File: src/rtl/seven_segment_monitor.sv
// Passive seven-segment bus observer: synchronizes and debounces the segment lines,
// decodes committed glyphs to hex, and optionally checks that digits count up by one.
module seven_segment_monitor #(
  parameter int unsigned STABLE_CYCLES = 4
) (
  input  logic       clk,
  input  logic       rst,
  input  logic       i_a,
  input  logic       i_b,
  input  logic       i_c,
  input  logic       i_d,
  input  logic       i_e,
  input  logic       i_f,
  input  logic       i_g,
  input  logic       i_dp,
  input  logic       i_seq_en,
  input  logic       i_clear,
  output logic [3:0] o_data,
  output logic       o_dp,
  output logic       o_blank,
  output logic       o_error,
  output logic       o_valid,
  output logic [7:0] o_changes,
  output logic       o_seq_err
);

  localparam logic [7:0] STABLE_LIM = 8'(STABLE_CYCLES);

  logic [7:0] pat_in;
  logic [7:0] sync1_q, sync1_d;
  logic [7:0] sync2_q, sync2_d;
  logic [7:0] cand_q, cand_d;
  logic [7:0] cnt_q, cnt_d;
  logic [7:0] com_q, com_d;
  logic [3:0] data_q, data_d;
  logic       blank_q, blank_d;
  logic       err_q, err_d;
  logic       valid_q, valid_d;
  logic [7:0] changes_q, changes_d;
  logic       seq_err_q, seq_err_d;
  logic       base_vld_q, base_vld_d;
  logic [3:0] base_q, base_d;

  logic       commit;
  logic       seg_changed;
  logic [4:0] dec;

  assign pat_in = {i_dp, i_g, i_f, i_e, i_d, i_c, i_b, i_a};

  // Returns {legal, value}; blank and illegal both report legal = 0.
  function automatic logic [4:0] decode_glyph(input logic [6:0] seg);
    logic [4:0] r;
    case (seg)
      7'h3F: r = {1'b1, 4'h0};
      7'h06: r = {1'b1, 4'h1};
      7'h5B: r = {1'b1, 4'h2};
      7'h4F: r = {1'b1, 4'h3};
      7'h66: r = {1'b1, 4'h4};
      7'h6D: r = {1'b1, 4'h5};
      7'h7D: r = {1'b1, 4'h6};
      7'h07: r = {1'b1, 4'h7};
      7'h7F: r = {1'b1, 4'h8};
      7'h6F: r = {1'b1, 4'h9};
      7'h77: r = {1'b1, 4'hA};
      7'h7C: r = {1'b1, 4'hB};
      7'h39: r = {1'b1, 4'hC};
      7'h5E: r = {1'b1, 4'hD};
      7'h79: r = {1'b1, 4'hE};
      7'h71: r = {1'b1, 4'hF};
      default: r = 5'h00;
    endcase
    return r;
  endfunction

  always_comb begin
    sync1_d     = pat_in;
    sync2_d     = sync1_q;
    cand_d      = cand_q;
    cnt_d       = cnt_q;
    com_d       = com_q;
    data_d      = data_q;
    blank_d     = blank_q;
    err_d       = err_q;
    valid_d     = 1'b0;
    changes_d   = changes_q;
    seq_err_d   = seq_err_q;
    base_vld_d  = base_vld_q;
    base_d      = base_q;

    // Counter saturates at the threshold so long holds never wrap back below it.
    if (sync2_q != cand_q) begin
      cand_d = sync2_q;
      cnt_d  = 8'd1;
    end else if (cnt_q < STABLE_LIM) begin
      cnt_d = cnt_q + 8'd1;
    end

    commit      = (cnt_q >= STABLE_LIM) && (cand_q != com_q);
    seg_changed = (cand_q[6:0] != com_q[6:0]);
    dec         = decode_glyph(cand_q[6:0]);

    if (i_clear) begin
      seq_err_d  = 1'b0;
      base_vld_d = 1'b0;
    end

    if (commit) begin
      com_d     = cand_q;
      valid_d   = 1'b1;
      changes_d = changes_q + 8'd1;
      blank_d   = (cand_q[6:0] == 7'h00);
      err_d     = !dec[4] && (cand_q[6:0] != 7'h00);
      if (dec[4]) data_d = dec[3:0];

      if (i_seq_en && seg_changed) begin
        if (dec[4]) begin
          if (base_vld_q && (dec[3:0] != base_q + 4'd1) && !i_clear) seq_err_d = 1'b1;
          base_vld_d = 1'b1;
          base_d     = dec[3:0];
        end else if (cand_q[6:0] != 7'h00 && !i_clear) begin
          seq_err_d = 1'b1;
        end
      end
    end
  end

  always_ff @(posedge clk or posedge rst) begin
    if (rst) begin
      sync1_q    <= 8'h00;
      sync2_q    <= 8'h00;
      cand_q     <= 8'h00;
      cnt_q      <= 8'h00;
      com_q      <= 8'h00;
      data_q     <= 4'h0;
      blank_q    <= 1'b1;
      err_q      <= 1'b0;
      valid_q    <= 1'b0;
      changes_q  <= 8'h00;
      seq_err_q  <= 1'b0;
      base_vld_q <= 1'b0;
      base_q     <= 4'h0;
    end else begin
      sync1_q    <= sync1_d;
      sync2_q    <= sync2_d;
      cand_q     <= cand_d;
      cnt_q      <= cnt_d;
      com_q      <= com_d;
      data_q     <= data_d;
      blank_q    <= blank_d;
      err_q      <= err_d;
      valid_q    <= valid_d;
      changes_q  <= changes_d;
      seq_err_q  <= seq_err_d;
      base_vld_q <= base_vld_d;
      base_q     <= base_d;
    end
  end

  assign o_data    = data_q;
  assign o_dp      = com_q[7];
  assign o_blank   = blank_q;
  assign o_error   = err_q;
  assign o_valid   = valid_q;
  assign o_changes = changes_q;
  assign o_seq_err = seq_err_q;

endmodule

File: config.mk
export PLATFORM = sky130hd
export DESIGN_NAME = seven_segment_monitor
export DESIGN_NICKNAME = d
export VERILOG_FILES = /design/src/rtl/seven_segment_monitor.sv
export SDC_FILE = /design/constraint.sdc
export NUM_CORES = 1
export LEC_CHECK = 0
export CORE_MARGIN = 2
export CORE_UTILIZATION = 30
export DETAILED_ROUTE_END_ITERATION = 16
export SLEW_MARGIN = 10
export SYNTH_ARGS = -nofsm -noshare
export SYNTH_HDL_FRONTEND = slang
export SYNTH_SLANG_ARGS = --single-unit
export TNS_END_PERCENT = 5
File: constraint.sdc
create_clock -name clk -period 3.67 [get_ports clk]
set_input_delay 0.734 -clock clk [delete_from_list [all_inputs] [get_ports clk]]
set_output_delay 0.734 -clock clk [all_outputs]
set_load 0.05 [all_outputs]
### Word level (Yosys, flattened, before mapping)

Cells that the tools add are included.

| storage, ports and cells | value |
|---|---|
| RAM bits | 0 |
| memories kept | 0 |
| flip-flop bits (word level) | 61 |
| bits in latches | 0 |
| memory bits (read-only) | 0 |
| bits of input ports | 12 |

| operators by class | value |
|---|---|
| multiply operators | 0 |
| multiplexer cells | 14 |
| $add $sub $neg | 3 |
| reductions and logical operators | 13 |
| bitwise logic cells | 0 |
| equality and inequality tests | 20 |
| divide/modulo/power cells | 0 |
| magnitude comparators | 2 |
| shift operators | 0 |

Operators by type and width:

| kind | count |
|---|---|
| $eq A7 B7 Y1 const B | 12 |
| $pmux W5 S16 | 1 |
| $add A8 B1 Y8 const B | 2 |
| $mux W8 | 2 |
| $ne A8 B8 Y1 | 2 |
| $eq A7 B3 Y1 const B | 2 |
| $eq A7 B6 Y1 const B | 2 |
| $mux W1 | 11 |
| $ge A8 B3 Y1 const B | 1 |
| $lt A8 B3 Y1 const B | 1 |
| $logic_not A7 Y1 | 1 |
| $ne A7 B7 Y1 | 1 |
| $reduce_bool A7 Y1 | 1 |
| $logic_and A1 B1 Y1 | 6 |
| $add A4 B1 Y4 const B | 1 |
| $ne A4 B4 Y1 | 1 |
| $reduce_and A3 Y1 | 1 |
| $logic_not A1 Y1 | 2 |
| $reduce_and A2 Y1 | 1 |
| $reduce_bool A2 Y1 | 1 |

### Logic depth before layout (Yosys ltp)

| logic depth | value |
|---|---|
| word-level depth | 9 |
| depth in mapped cells | 8 |
| gate-level depth less buffers | 7 |

### Worst setup path after synthesis

OpenSTA, ideal clock, no wires.

| timing path | value |
|---|---|
| path type | register -> register |
| start point | register cand_q[3] |
| end point | register base_q[0] |
| period minus slack after synthesis | 1.789 ns |
| required time | 3.545 ns |
| buffers on the path | 1 |
| slack | 1.881 ns |
| data arrival time | 1.664 ns |
| stages on the path, launching flop included | 7 |
| cells stage by stage | dfrtp_1 > buf_2 > o21ai_1 > a2bb2oi_2 > nand2_1 > o211ai_2 > mux2_2 |

| on the way | value |
|---|---|
| word-level cells in the longest chain between the ends | 3 |

RTL lines:

| item | RTL line | RTL |
|---|---|---|
| start, declared | 32 | `logic [7:0] cand_q, cand_d;` |
| start signal, assigned | 145 | `cand_q <= cand_d;` |
| $eq A7 B7 Y1, or another cell as far along | 53 | `case (seg)` |
| $pmux W5 S16, or another cell as far along | 53 |  |
| $reduce_and A3 Y1 (no line) | - |  |
| end signal, assigned | 155 | `base_q <= base_d;` |
| end, declared | 42 | `logic [3:0] base_q, base_d;` |

Parallel ways exist; a longest one is shown, timed or not.
A chain may end at the register's enable or synchronous reset.

### Final worst setup path

| timing path | value |
|---|---|
| start point | register cand_q[3] |
| end point | register seq_err_q (netlist: o_seq_err) |

| on the way | value |
|---|---|
| word-level cells in the longest chain between the ends | 9 |

RTL lines:

| item | RTL line | RTL |
|---|---|---|
| $eq A7 B7 Y1, or another cell as far along | 53 |  |
| $pmux W5 S16 | 53 |  |
| $ne A4 B4 Y1 | 117 | `if (base_vld_q && (dec[3:0] != base_q + 4'd1) && !i_clear) seq_err_d = 1'b1;` |
| $logic_and A1 B1 Y1 (2 in series) | 117 |  |
| $mux W1 | 117 |  |
| $mux W1 | 116 | `if (dec[4]) begin` |
| $mux W1 | 115 | `if (i_seq_en && seg_changed) begin` |
| $mux W1 (*) | 107 | `if (commit) begin` |
| via seq_err_d | 40 | `logic seq_err_q, seq_err_d;` |
| end signal, assigned | 153 | `seq_err_q <= seq_err_d;` |
| end, declared | 40 |  |

Mark *: on every way through the listed nets, which the timed path passes. The rest lies on a longest branch.

==> metrics.yaml <==
setup_viol_count_final: 0
syn-num-nets: 263
std_cell_rows: 34
worstHoldStart: "sync1_q[2]"
worst_pin_slew_ns: 0.745
grt_pass1_vias: 1814
cts_setup_buffers: 0
final.period_utilization_pct: 66.4
crit_slowest_cell: "dfrtp_1"
hp-class: "reg -> reg"
dp_cells: 368
grt_max_degree: 62
r2r-start: "cand_q[3]"
placed_cell_area_sq_um: 3080
synthToLayoutAreaGrowth_pct: 21.6
fillers: 870
seq_area_frac_synth_pct: 55.6
wire_per_inst_um: 12.5
clock_skew_ns: 0.00977
detail-route-antenna-nets: 0
core_sq_um: 8810
synth_cells: 247
slew_violations: 0
ios: 29
cp-end-kind: "flip-flop"
whs_ns: 0.350
synth_cell_types: 52
antenna_found_initial: 0
crit_start: "cand_q[3]"
drt_pass1_iterations: 4
globalRouteTotalUtil_pct: 10.9
grt_pass1_wl_mm: 8.42
path_class: "reg -> reg"
multi_input_area_sq_um: 1090
period_needed_ns: 2.44
hold_viol_final: 0
max_stage_delay_ns: 0.57
path_delay_family: "compound AO/OA/AOI/OAI gates"
netlist.top_cell.by_area: "dfrtp_1"
cp-start-kind: "flip-flop"
fmax_mhz: 410
synth_warnings: 0
clock_latency_ns: 0.34
synth.area.top_cells: "dfrtp_1, nand2_1, xnor2_1"
die_h_um: 99.7
clock-sinks: 61
viasPerCell: 4.67
synth_top_area_share_pct: 54.6
p_leak_nw: 1.53
grt_setup_unrepaired: "no"
path_cells: "xor2_1 > nor4_1 > nand2_1 > o21ai_2 > inv_1 > a41oi_1 > o32ai_1"
worstPathArrival_ns: 2.64
final_cell_count_no_fill: 384
required_ns: 3.87
status: "completed"
ff_latch_area_sq_um: 1530
cts_resized: 0
dpl.hpwl_mm: 3.24
final_nets: 287
power_density_nw_per_um2: 457
fin_area_sq_um: 3340
num_vias: 1795
grt-ovfl-total: 0
tns_ns: 0
slew_headroom_pct: 50.3
totalPowerFinal_mw: 1.53
synth_seq_cells: 61
maxCapViolCount: 0
critPathBufInv: 1
port_buffers: 28
antennaDiodeCount: 0
clk_path_buf_depth: 2
syn_avg_cell_area_sq_um: 11.1
hold_buffers: 0
final_cell_mix: "dfrtp_1, nand2_1, clkdlybuf4s50_1, xnor2_1, xor2_1"
die_x_um: 99.7
numCtsBuffers: 9
place.gp.congestion: 0.795
first_iter_violations: 86
irDropWorstVdd_uv: 178
cts_tree: "yes"
syn_area_sq_um: 2750
path_clk_slew_ns: 0.06
layout-drive-gt1-share_pct: 13.0
mostFrequentLayoutCell: "dfrtp_1"
htree_num_levels: 3
die_area_sq_um: 9940
ctsRootBufferMaster: "clkbuf_8"
drc: 0
routed_wl_mm: 4.81
path_max_fanout: 15
initial_core_util_pct: 31.2
where the power goes:
group / internal, mW / total (mW) / leakage, nW / switching [mW]
Clock: 0.507 / 0.756 / 0.130 / 0.249
Sequential: 0.686 / 0.705 / 0.788 / 0.0192
Combinational: 0.0322 / 0.0647 / 0.609 / 0.0325
Total: 1.23 / 1.53 / 1.53 / 0.300
sequential cells by signal (all words and copies together), names as in the netlist:
register and count:
o_seq_err 1, com_q 8, base_q 4, cnt_q 8
o_error 1, o_valid 1, o_changes 8, o_data 4
sync1_q 8, o_blank 1, cand_q 8, base_vld_q 1
sync2_q 8
per-layer routing:
metal	track usage, %	share of wire (%)	vias up
met3	4.99	6.1	6
met4	4.11	1.3	0
met1	14.0	49	867
met5	0	0	-
met2	16.2	44	42
li1	-	-	880
logic make-up (layout without fill, tap and decap cells):
group,after synthesis,after routing,synth area share [%]
xor gates and xnor gates,30,30,9.56
muxes,6,6,2.41
and+or+nand+nor,93,93,17.9
AOI/OAI and AO/OA,29,29,8.11
DFF,61,61,55.6
buffers and inverters,24,53,4.55
adders and majority gates,4,4,1.82
worst paths after layout:
| check | endpoint | slack (ns) | depth (start not counted) |
|---|---|---|---|
| worst max-delay path | o_seq_err | 1.23 | 7 |
| worst min-delay path | sync2_q[2] | 0.35 | 0 |
| worst max register to register | o_seq_err | 1.23 | 7 |
| worst min register to register | sync2_q[2] | 0.35 | 0 |
| max in group asynchronous | sync2_q[4] | 2.25 | 3 |
| min in group asynchronous | sync2_q[7] | 0.93 | 3 |
stage by stage:
stage / worst slack [ns] / utilization [%]
floorplan: 1.42 / -
finish: 1.23 / 38.0
global route: 1.03 / 38.0
CTS: 1.22 / 38.0
detailed placement: 1.25 / 35.0
global placement: 1.26 / 35.0
area by class of cell:
cell class	count	area share [%]
sequential	61	45.7
multi-input combinational	162	32.8
timing repair buffer	31	9.06
clock buffer	13	5.05
tap	108	4.04
clock inverter	3	2.70
inverter	6	0.674
synthesized netlist by cell type (all sizes together):
master   number
xor2         14
clkbuf        8
o2111ai       1
nand2b        1
nor3b         1
a41oi         1
nor4          6
and4bb        2
o311ai        1
o221ai        1
nand2        43
o21bai        1
nand4b        1
mux2i         1
xnor2        16
nor4bb        1
o21ai        11
dfrtp        60
nor2          8
o211ai        2
nor3          5
nand4bb       1
a2bb2oi       1
o31ai         1
a31oi         1
inv           6
nand4         3
mux2          5
ha            4
a21oi         1
a21boi        3
and3          5
a211oi        1
dfstp         1
and2          6
and3b         3
nor4b         1
a21o          1
nor2b         1
o32ai         1
o211a         1
nand3         5
buf          10
Note: power is estimated with default switching activity, not from simulation.
